**src/rtl/ps2_key_serializer_pkg.sv**
```systemverilog
// +------------------------------------------------------------------+
// | pc8001m_ps2_pkg: shared constants, tx states and frame builder    |
// | Revision: 1.0                                                     |
// +------------------------------------------------------------------+
`default_nettype none

package pc8001m_ps2_pkg;

  localparam logic [7:0] PS2_EXT    = 8'hE0;
  localparam logic [7:0] PS2_BRK    = 8'hF0;
  localparam int         FRAME_BITS = 11;

  typedef enum logic [2:0] {
    IDLE   = 3'd0,
    LOAD   = 3'd1,
    BIT_HI = 3'd2,
    BIT_LO = 3'd3,
    GAP    = 3'd4
  } ps2_tx_state_t;

  // Frame is sent LSB first: start(0), data[7:0], odd parity, stop(1).
  function automatic logic [FRAME_BITS-1:0] build_frame(input logic [7:0] b);
    return {1'b1, ~^b, b, 1'b0};
  endfunction

endpackage

`default_nettype wire

```
**src/rtl/ps2_key_serializer_if.sv**
```systemverilog
// +------------------------------------------------------------------+
// | ps2_key_serializer_if: hps_io key event in, PS/2 stream out       |
// | Revision: 1.0                                                     |
// +------------------------------------------------------------------+
`default_nettype none

interface ps2_key_serializer_if;
  logic [10:0] ps2_key;
  logic        ps2_clk;
  logic        ps2_data;
  logic        busy;
  logic        overflow;

  modport master (output ps2_key, input ps2_clk, ps2_data, busy, overflow);
  modport slave  (input ps2_key, output ps2_clk, ps2_data, busy, overflow);
endinterface

`default_nettype wire

```
**src/rtl/ps2_key_serializer_fifo.sv**
```systemverilog
// +------------------------------------------------------------------+
// | ps2_byte_fifo: byte FIFO taking up to three bytes per push cycle  |
// | Revision: 1.0                                                     |
// +------------------------------------------------------------------+
`default_nettype none

module ps2_byte_fifo #(
  parameter int DEPTH = 8
) (
  input  logic                     clk,
  input  logic                     reset_n,
  input  logic [1:0]               wr_n,
  input  logic [7:0]               wr_data0,
  input  logic [7:0]               wr_data1,
  input  logic [7:0]               wr_data2,
  input  logic                     rd,
  output logic [7:0]               rd_data,
  output logic [$clog2(DEPTH):0]   free_cnt,
  output logic                     empty
);

  localparam int AW = $clog2(DEPTH);
  localparam int CW = AW + 1;

  logic [7:0]    mem [DEPTH];
  logic [AW-1:0] wr_ptr;
  logic [AW-1:0] rd_ptr;
  logic [CW-1:0] count;
  logic          pop;

  assign pop      = rd & ~empty;
  assign empty    = (count == '0);
  assign free_cnt = CW'(DEPTH) - count;
  assign rd_data  = mem[rd_ptr];

  // Writer guarantees wr_n never exceeds free_cnt, so lanes never collide.
  always_ff @(posedge clk) begin
    if (wr_n >= 2'd1) mem[wr_ptr]          <= wr_data0;
    if (wr_n >= 2'd2) mem[wr_ptr + AW'(1)] <= wr_data1;
    if (wr_n == 2'd3) mem[wr_ptr + AW'(2)] <= wr_data2;
  end

  always_ff @(posedge clk or negedge reset_n) begin
    if (!reset_n) begin
      wr_ptr <= '0;
      rd_ptr <= '0;
      count  <= '0;
    end else begin
      wr_ptr <= wr_ptr + AW'(wr_n);
      if (pop) rd_ptr <= rd_ptr + AW'(1);
      count  <= count + CW'(wr_n) - CW'(pop);
    end
  end

endmodule

`default_nettype wire

```
**src/rtl/ps2_key_serializer.sv**
```systemverilog
// +------------------------------------------------------------------+
// | ps2_key_serializer: hps_io ps2_key events -> PS/2 device stream   |
// | Revision: 1.0                                                     |
// +------------------------------------------------------------------+
`default_nettype none

module ps2_key_serializer
  import pc8001m_ps2_pkg::*;
#(
  parameter int CLK_DIV    = 1145,
  parameter int GAP_CYCLES = 2290,
  parameter int FIFO_DEPTH = 8
) (
  input  logic                 clk2,
  input  logic                 reset_n,
  ps2_key_serializer_if.slave  bus
);

  localparam int CW = $clog2(GAP_CYCLES + 1);
  localparam int FW = $clog2(FIFO_DEPTH) + 1;

  logic       tog_q, armed, ev_valid, ovf_q;
  logic [9:0] ev_key;
  logic       ext, brk, admit;
  logic [1:0] n_bytes, wr_n;
  logic [7:0] lane0, lane1, lane2, rd_data;
  logic [FW-1:0] free_cnt;
  logic       empty, pop;

  ps2_tx_state_t           state, state_nxt;
  logic [CW-1:0]           cnt, cnt_nxt;
  logic [3:0]              idx, idx_nxt;
  logic [7:0]              byte_q, byte_nxt;
  logic [FRAME_BITS-1:0]   frame_q, frame_nxt;
  logic                    clk_q, data_q, clk_nxt, data_nxt;

  // First clock after reset only samples the toggle, so a stale level is not an event.
  always_ff @(posedge clk2 or negedge reset_n) begin
    if (!reset_n) begin
      tog_q    <= 1'b0;
      armed    <= 1'b0;
      ev_valid <= 1'b0;
      ev_key   <= '0;
      ovf_q    <= 1'b0;
    end else begin
      tog_q    <= bus.ps2_key[10];
      armed    <= 1'b1;
      ev_valid <= armed & (bus.ps2_key[10] != tog_q);
      ev_key   <= bus.ps2_key[9:0];
      ovf_q    <= ev_valid & ~admit;
    end
  end

  assign ext     = ev_key[8];
  assign brk     = ~ev_key[9];
  assign n_bytes = 2'd1 + {1'b0, ext} + {1'b0, brk};
  assign admit   = ev_valid & (free_cnt >= FW'(n_bytes));
  assign wr_n    = admit ? n_bytes : 2'd0;

  always_comb begin
    lane0 = ev_key[7:0];
    lane1 = 8'h00;
    lane2 = 8'h00;
    case ({ext, brk})
      2'b11: begin lane0 = PS2_EXT; lane1 = PS2_BRK; lane2 = ev_key[7:0]; end
      2'b10: begin lane0 = PS2_EXT; lane1 = ev_key[7:0]; end
      2'b01: begin lane0 = PS2_BRK; lane1 = ev_key[7:0]; end
      default: ;
    endcase
  end

  ps2_byte_fifo #(.DEPTH(FIFO_DEPTH)) u_fifo (
    .clk      (clk2),
    .reset_n  (reset_n),
    .wr_n     (wr_n),
    .wr_data0 (lane0),
    .wr_data1 (lane1),
    .wr_data2 (lane2),
    .rd       (pop),
    .rd_data  (rd_data),
    .free_cnt (free_cnt),
    .empty    (empty)
  );

  always_comb begin
    state_nxt = state;
    cnt_nxt   = (cnt == '0) ? cnt : cnt - CW'(1);
    idx_nxt   = idx;
    byte_nxt  = byte_q;
    frame_nxt = frame_q;
    pop       = 1'b0;
    case (state)
      IDLE: if (!empty) begin
        pop       = 1'b1;
        byte_nxt  = rd_data;
        state_nxt = LOAD;
      end
      LOAD: begin
        frame_nxt = build_frame(byte_q);
        idx_nxt   = 4'd0;
        state_nxt = BIT_HI;
      end
      BIT_HI: if (cnt == '0) state_nxt = BIT_LO;
      BIT_LO: if (cnt == '0) begin
        if (idx == 4'd10) begin
          state_nxt = GAP;
        end else begin
          idx_nxt   = idx + 4'd1;
          state_nxt = BIT_HI;
        end
      end
      GAP: if (cnt == '0) state_nxt = IDLE;
      default: state_nxt = IDLE;
    endcase
    // Single counter, reloaded whenever a state is entered.
    if (state_nxt != state) begin
      case (state_nxt)
        BIT_HI, BIT_LO: cnt_nxt = CW'(CLK_DIV - 1);
        GAP:            cnt_nxt = CW'(GAP_CYCLES - 1);
        default:        cnt_nxt = '0;
      endcase
    end
    clk_nxt  = (state_nxt != BIT_LO);
    data_nxt = (state_nxt == BIT_HI || state_nxt == BIT_LO) ? frame_nxt[idx_nxt] : 1'b1;
  end

  always_ff @(posedge clk2 or negedge reset_n) begin
    if (!reset_n) begin
      state   <= IDLE;
      cnt     <= '0;
      idx     <= '0;
      byte_q  <= '0;
      frame_q <= '1;
      clk_q   <= 1'b1;
      data_q  <= 1'b1;
    end else begin
      state   <= state_nxt;
      cnt     <= cnt_nxt;
      idx     <= idx_nxt;
      byte_q  <= byte_nxt;
      frame_q <= frame_nxt;
      clk_q   <= clk_nxt;
      data_q  <= data_nxt;
    end
  end

  assign bus.ps2_clk  = clk_q;
  assign bus.ps2_data = data_q;
  assign bus.busy     = (state != IDLE) | ~empty;
  assign bus.overflow = ovf_q;

endmodule

`default_nettype wire

```
**src/flat_wrapper.sv**
```systemverilog
// flat-port wrapper written by rule: the top's interface ports become plain ports
module ps2_key_serializer_flat import pc8001m_ps2_pkg::*;
#(
  parameter int CLK_DIV    = 1145,
  parameter int GAP_CYCLES = 2290,
  parameter int FIFO_DEPTH = 8
)
  (clk2, reset_n, bus_ps2_key, bus_ps2_clk, bus_ps2_data, bus_busy, bus_overflow);
  ps2_key_serializer_if bus_i ();
  input  logic clk2;
  input  logic reset_n;
  input wire logic [$bits(bus_i.ps2_key)-1:0] bus_ps2_key;
  output wire logic [$bits(bus_i.ps2_clk)-1:0] bus_ps2_clk;
  output wire logic [$bits(bus_i.ps2_data)-1:0] bus_ps2_data;
  output wire logic [$bits(bus_i.busy)-1:0] bus_busy;
  output wire logic [$bits(bus_i.overflow)-1:0] bus_overflow;
  assign bus_i.ps2_key = bus_ps2_key;
  assign bus_ps2_clk = bus_i.ps2_clk;
  assign bus_ps2_data = bus_i.ps2_data;
  assign bus_busy = bus_i.busy;
  assign bus_overflow = bus_i.overflow;
  ps2_key_serializer #(.CLK_DIV(CLK_DIV), .GAP_CYCLES(GAP_CYCLES), .FIFO_DEPTH(FIFO_DEPTH)) u_core (.clk2(clk2), .reset_n(reset_n), .bus(bus_i));
endmodule
```
**config.mk**
```make
export PLATFORM = sky130hd
export DESIGN_NAME = ps2_key_serializer_flat
export DESIGN_NICKNAME = d
export VERILOG_FILES = /design/src/rtl/ps2_key_serializer_pkg.sv /design/src/rtl/ps2_key_serializer_if.sv /design/src/rtl/ps2_key_serializer_fifo.sv /design/src/rtl/ps2_key_serializer.sv /design/src/flat_wrapper.sv
export SDC_FILE = /design/constraint.sdc
export NUM_CORES = 1
export LEC_CHECK = 0
export BUFFER_PORTS_ARGS = -buffer_cell sky130_fd_sc_hd__buf_4
export CORE_ASPECT_RATIO = 2
export CORE_MARGIN = 4
export CORE_UTILIZATION = 50
export DETAILED_ROUTE_END_ITERATION = 16
export HOLD_SLACK_MARGIN = 0.05
export PLACE_DENSITY_LB_ADDON = 0.1
export SLEW_MARGIN = 15
export SYNTH_ARGS = -nofsm -noshare
export SYNTH_HDL_FRONTEND = slang
export SYNTH_SLANG_ARGS = --single-unit
```
**constraint.sdc**
```tcl
create_clock -name clk2 -period 10.1 [get_ports clk2]
set_input_delay 0.505 -clock clk2 [delete_from_list [all_inputs] [get_ports clk2]]
set_output_delay 0.505 -clock clk2 [all_outputs]
set_load 0.02 [all_outputs]
```
# Word-level counts from Yosys, hierarchy flattened
# Memories as Yosys holds them, arrays and structs flattened. A register that Yosys moved wholly into a read port is not among the register bits.
# Index checks and enable logic that the tools add are counted.
# word_totals
register_bits	56
mem_bits_rw	64
n_memories	1
# mem_list
name	depth	word_bits	read_ports	rd_ports_with_merged_regs	wr	line	source
u_core.u_fifo.mem	8	8	1	1	3	ps2_key_serializer_fifo.sv:25	logic [7:0] mem [DEPTH];
# classes
n_addsub	11
n_lt_le_gt_ge	4
n_eq_ne	16
n_mux	28
bitwise_logic	8
reduce_logical	11
# op_table
op	n
$pmux W8 S2	2
$mux W12	2
$pmux W12 S2	1
$mux W3	5
$pmux W3 S5	1
$eq A3 B2 Y1 const B	4
$logic_not A12 Y1	1
$sub A12 B1 Y12 const B	1
$mux W11	1
$mux W1	10
$mux W4	2
$mux W8	1
$pmux W4 S2	1
$reduce_xnor A8 Y1	1
$add A3 B1 Y3 const B	2
$eq A2 B2 Y1 const B	3
$eq A3 B3 Y1 const B	2
$reduce_or A2 Y1	3
$lt A4 B5 Y1 const B	1
$add A4 B1 Y4 const B	1
$add A4 B2 Y4	1
$and A1 B1 Y1	4
$bmux W1 S4	1
$eq A4 B4 Y1 const B	1
24 further kinds	26

# Depth between registers and ports, before layout
# logic_depth
depth_word	8
ltp_mapped	13
mapped_depth_nobuf	13

# By module
# A second synthesis with hierarchy kept.
# hier_totals
cells_unflattened	821
hier_area_um2	8219.1
# by_module_without_submodules
module	n_inst	cells_per_inst	area_each_um2	seq_area_each_um2
ps2_byte_fifo	1	528	5223.8	2172.1
ps2_key_serializer	1	293	2995.4	1367.6

# Worst setup path before layout
# Ideal clock, no wire load.
# synth_timing
path_kind	register -> register
from	register u_core.ev_key[8]
to	memory u_core.u_fifo.mem[0][0], enable pin
setup_time_ns	0.404
t_arrival_ns	2.862
required_ns	9.696
setup_slack_ns	6.834
path_stages_with_launch	9
n_path_buf	0
period_less_slack_ns	3.266
path_cell_list	dfrtp_1 inv_1 ha_1 ha_1 nand2b_1 a211oi_2 a21oi_1 o211ai_1 o311ai_0
# synth_rtl
item	line	source
start, declared	ps2_key_serializer.sv:23	logic [9:0] ev_key;
start signal, assigned	ps2_key_serializer.sv:49	ev_key <= bus.ps2_key[9:0];
end, declared	ps2_key_serializer_fifo.sv:25	

==> results.toml <==
[critical_path]
endpoint_kind = "register"
cp_data_arrival_time_ns = 3.70
r2r_slack_ns = 6.56
crit_required_ns = 10.26
crit_fanout = 14
slowest_stage = "a2111oi_4"
rr_worst_depth = 9
worstSetupStartpointType = "register"
startpoint = "u_core.ev_key[8]"
r2r_end = "u_core.u_fifo.mem[2][7]"
reg2reg_from = "u_core.ev_key[8]"
crit_top_cell = "ha_1"
path_class = "reg2reg"
slowest_delay_ns = 0.91
crit_path_end = "u_core.u_fifo.mem[2][7]"
path_cells = "inv_1, ha_1, ha_1, nand2b_1, a211oi_2, a2111oi_4, and2_1, nor2_1, a221o_1"

[grt]
antenna_found_initial = 0
grt_pass1_wl_um = 30100
overflow = 0
grt_pass1_vias = 5637
grt_max_degree = 65
grt_use_total = 0.236

[synthesis]
yosysWarningCount = 0
synthFlopType = "edfxtp_1"
synth_seq_cells = 128
ys_seq_area_frac = 0.477
synthArstFlopShare = 0.500
synth_top_area_share = 0.259
synth.area.top_cells = "edfxtp_1, dfrtp_1, mux4_2"
netlist_area_mm2 = 0.00742
ys_types = 73
syn_inst = 669
yosys.area.top_type = "edfxtp_1"
synth_edf_count = 64
synth_nets = 703
syn_avg_cell_area_um2 = 11.1

[final_layout]
register_area_mm2 = 0.00354
diodes = 0
drive_gt1_frac = 0.156
syn_to_final_growth_pct = 11.0
final_nets = 706
multi_input_area_mm2 = 0.00364
nFillCells = 1265
layoutNonFillerInstCount = 877

[timing]
tightest_slew_ns = 1.16
grt_setup_unrepaired = "false"
finalSetupTns_ns = 0
setup_violations = 0
setup_ws_ns = 6.56
drv_slew = 0
maxSlewHeadroom = 0.225
finalCritPeriodShare = 0.351
max_freq_mhz = 282
hold_violations = 0
skew_ns = 0.0134
fin_crit_ns = 3.54

[clocking]
cts_resized = 0
htreeDepth = 4
cts.sinks = 128
cts_hold_buf = 0
cts_tree = "done"
cts_buffers = 17
root_buffer = "clkbuf_16"
insertion_delay_ns = 0.41
path_clk_slew_ns = 0.06
cts_setup_buffers = 0
cts_buffer_depth = 2

[routing]
vias = 5407
drc = 0
drt_iter0_drc = 297
viasPerCell = 6.17
routed_wirelength_um = 18900
antenna_left = 0
wl_per_cell_um = 21.5
drtPass1Iterations = 6

[hold_path]
hp-class = "in2async"

[floorplan]
dieArea_mm2 = 0.0170
num_rows = 62
initial_utilization = 0.514
core-area_mm2 = 0.0144
die_h_um = 180
die-width_um = 94.1
io_pins = 17

[placed_design]
numPortBuffers = 16
place_ws_ns = 6.47
hpwl_um = 14000
place_congestion = 0.954
dp_cells = 845

[outcome]
status = "finished clean"

[power_and_ir_drop]
powerDensity_mw_per_mm2 = 275
ir_worst_vdd_uv = 141
p_leak_nw = 3.12
finalPower_mw = 2.26

[run]
cap_violations = 0
critical path: cells and delay by family, from the launching register on:
kind            cells  cell delay (ns)
compound gates      3             1.43
flops               1             0.35
fa+ha+maj           2             0.75
simple gates        3             0.68
buf+inv             1             0.08
power by group:
| part | leakage [nW] | switching (mW) | internal, mW |
|---|---|---|---|
| clock | 0.288 | 0.222 | 0.364 |
| combinational | 1.52 | 0.471 | 0.346 |
| sequential | 1.31 | 0.152 | 0.708 |
| total | 3.12 | 0.845 | 1.42 |
through the flow:
step | hold WS, ns | cell area [µm²] | utilization
after detailed placement | 0.453 | 7660 | 0.531
after global placement | 0.443 | 7660 | 0.531
after CTS | 0.176 | 8230 | 0.570
after floorplan | 0.209 | 7420 | -
final | 0.190 | 8240 | 0.571
after global routing | 0.177 | 8240 | 0.571
synth_stat cells (15+ instances only):
cell type / instances
and2_1: 39
a21boi_0: 16
edfxtp_1: 64
nor3_1: 21
a21o_1: 23
nand2_1: 52
inv_1: 22
a221o_1: 21
mux2i_1: 26
mux4_2: 16
a21oi_1: 20
nor2_1: 56
xnor2_1: 15
clkbuf_1: 24
dfrtp_1: 51
ha_1: 19
placed cells by master, fill, tap and decap left out, types with 16 or more instances in the layout:
cell,instances
a21boi_0,16
a21o_1,23
a21oi_1,20
a221o_1,21
and2_1,39
buf_4,20
clkbuf_16,20
dfrtp_1,50
edfxtp_1,64
ha_1,19
inv_1,22
mux2i_1,26
mux4_2,16
nand2_1,52
nor2_1,56
nor3_1,21
cell families after synthesis:
kind of cell,Yosys count,share of synthesized area
simple gates,224,0.154
compound gates,160,0.171
flops,128,0.477
buf+inv,60,0.0336
mux,47,0.0912
xor+xnor,26,0.0327
fa+ha+maj,23,0.0401
other cells,1,0.000505
state kept, by name, indices dropped and copies added (netlist names), 3 cells and up:
register,flops
u_core.u_fifo.count,4
u_core.ev_key,10
u_core.u_fifo.wr_ptr,3
u_core.frame_q,11
u_core.idx,4
u_core.u_fifo.rd_ptr,3
u_core.cnt,12
u_core.u_fifo.mem,64
u_core.state,3
u_core.byte_q,8
how the worst min path moves through the flow:
| stage | start | endpoint | slack (ns) |
|---|---|---|---|
| after floorplan | reset_n | u_core.armed | 0.21 |
| after global placement | u_core.armed | u_core.ev_valid | 0.44 |
| after detailed placement | u_core.armed | u_core.ev_valid | 0.45 |
| after CTS | bus_ps2_key[9] | u_core.ev_key[9] | 0.18 |
| after global routing | bus_ps2_key[9] | u_core.ev_key[9] | 0.18 |
| final | reset_n | u_core.cnt[6] | 0.19 |
layout make-up:
cell class              instances  share of cell area
multi-input cells             481               0.442
flip-flops and latches        128               0.430
clock buffers                  25              0.0642
well taps                     192              0.0292
clock inverters                 7             0.00516
inverters                      24              0.0109
repair buffers                 20              0.0182
per-layer routing:
| layer | track usage | vias to the layer above | share of wire |
|---|---|---|---|
| met5 | 0 | - | 0 |
| met4 | 0.128 | 0 | 0.048 |
| met3 | 0.0430 | 61 | 0.038 |
| met2 | 0.450 | 177 | 0.58 |
| met1 | 0.228 | 2663 | 0.33 |
| li1 | - | 2506 | - |
Power figures use the tool's default switching activity.
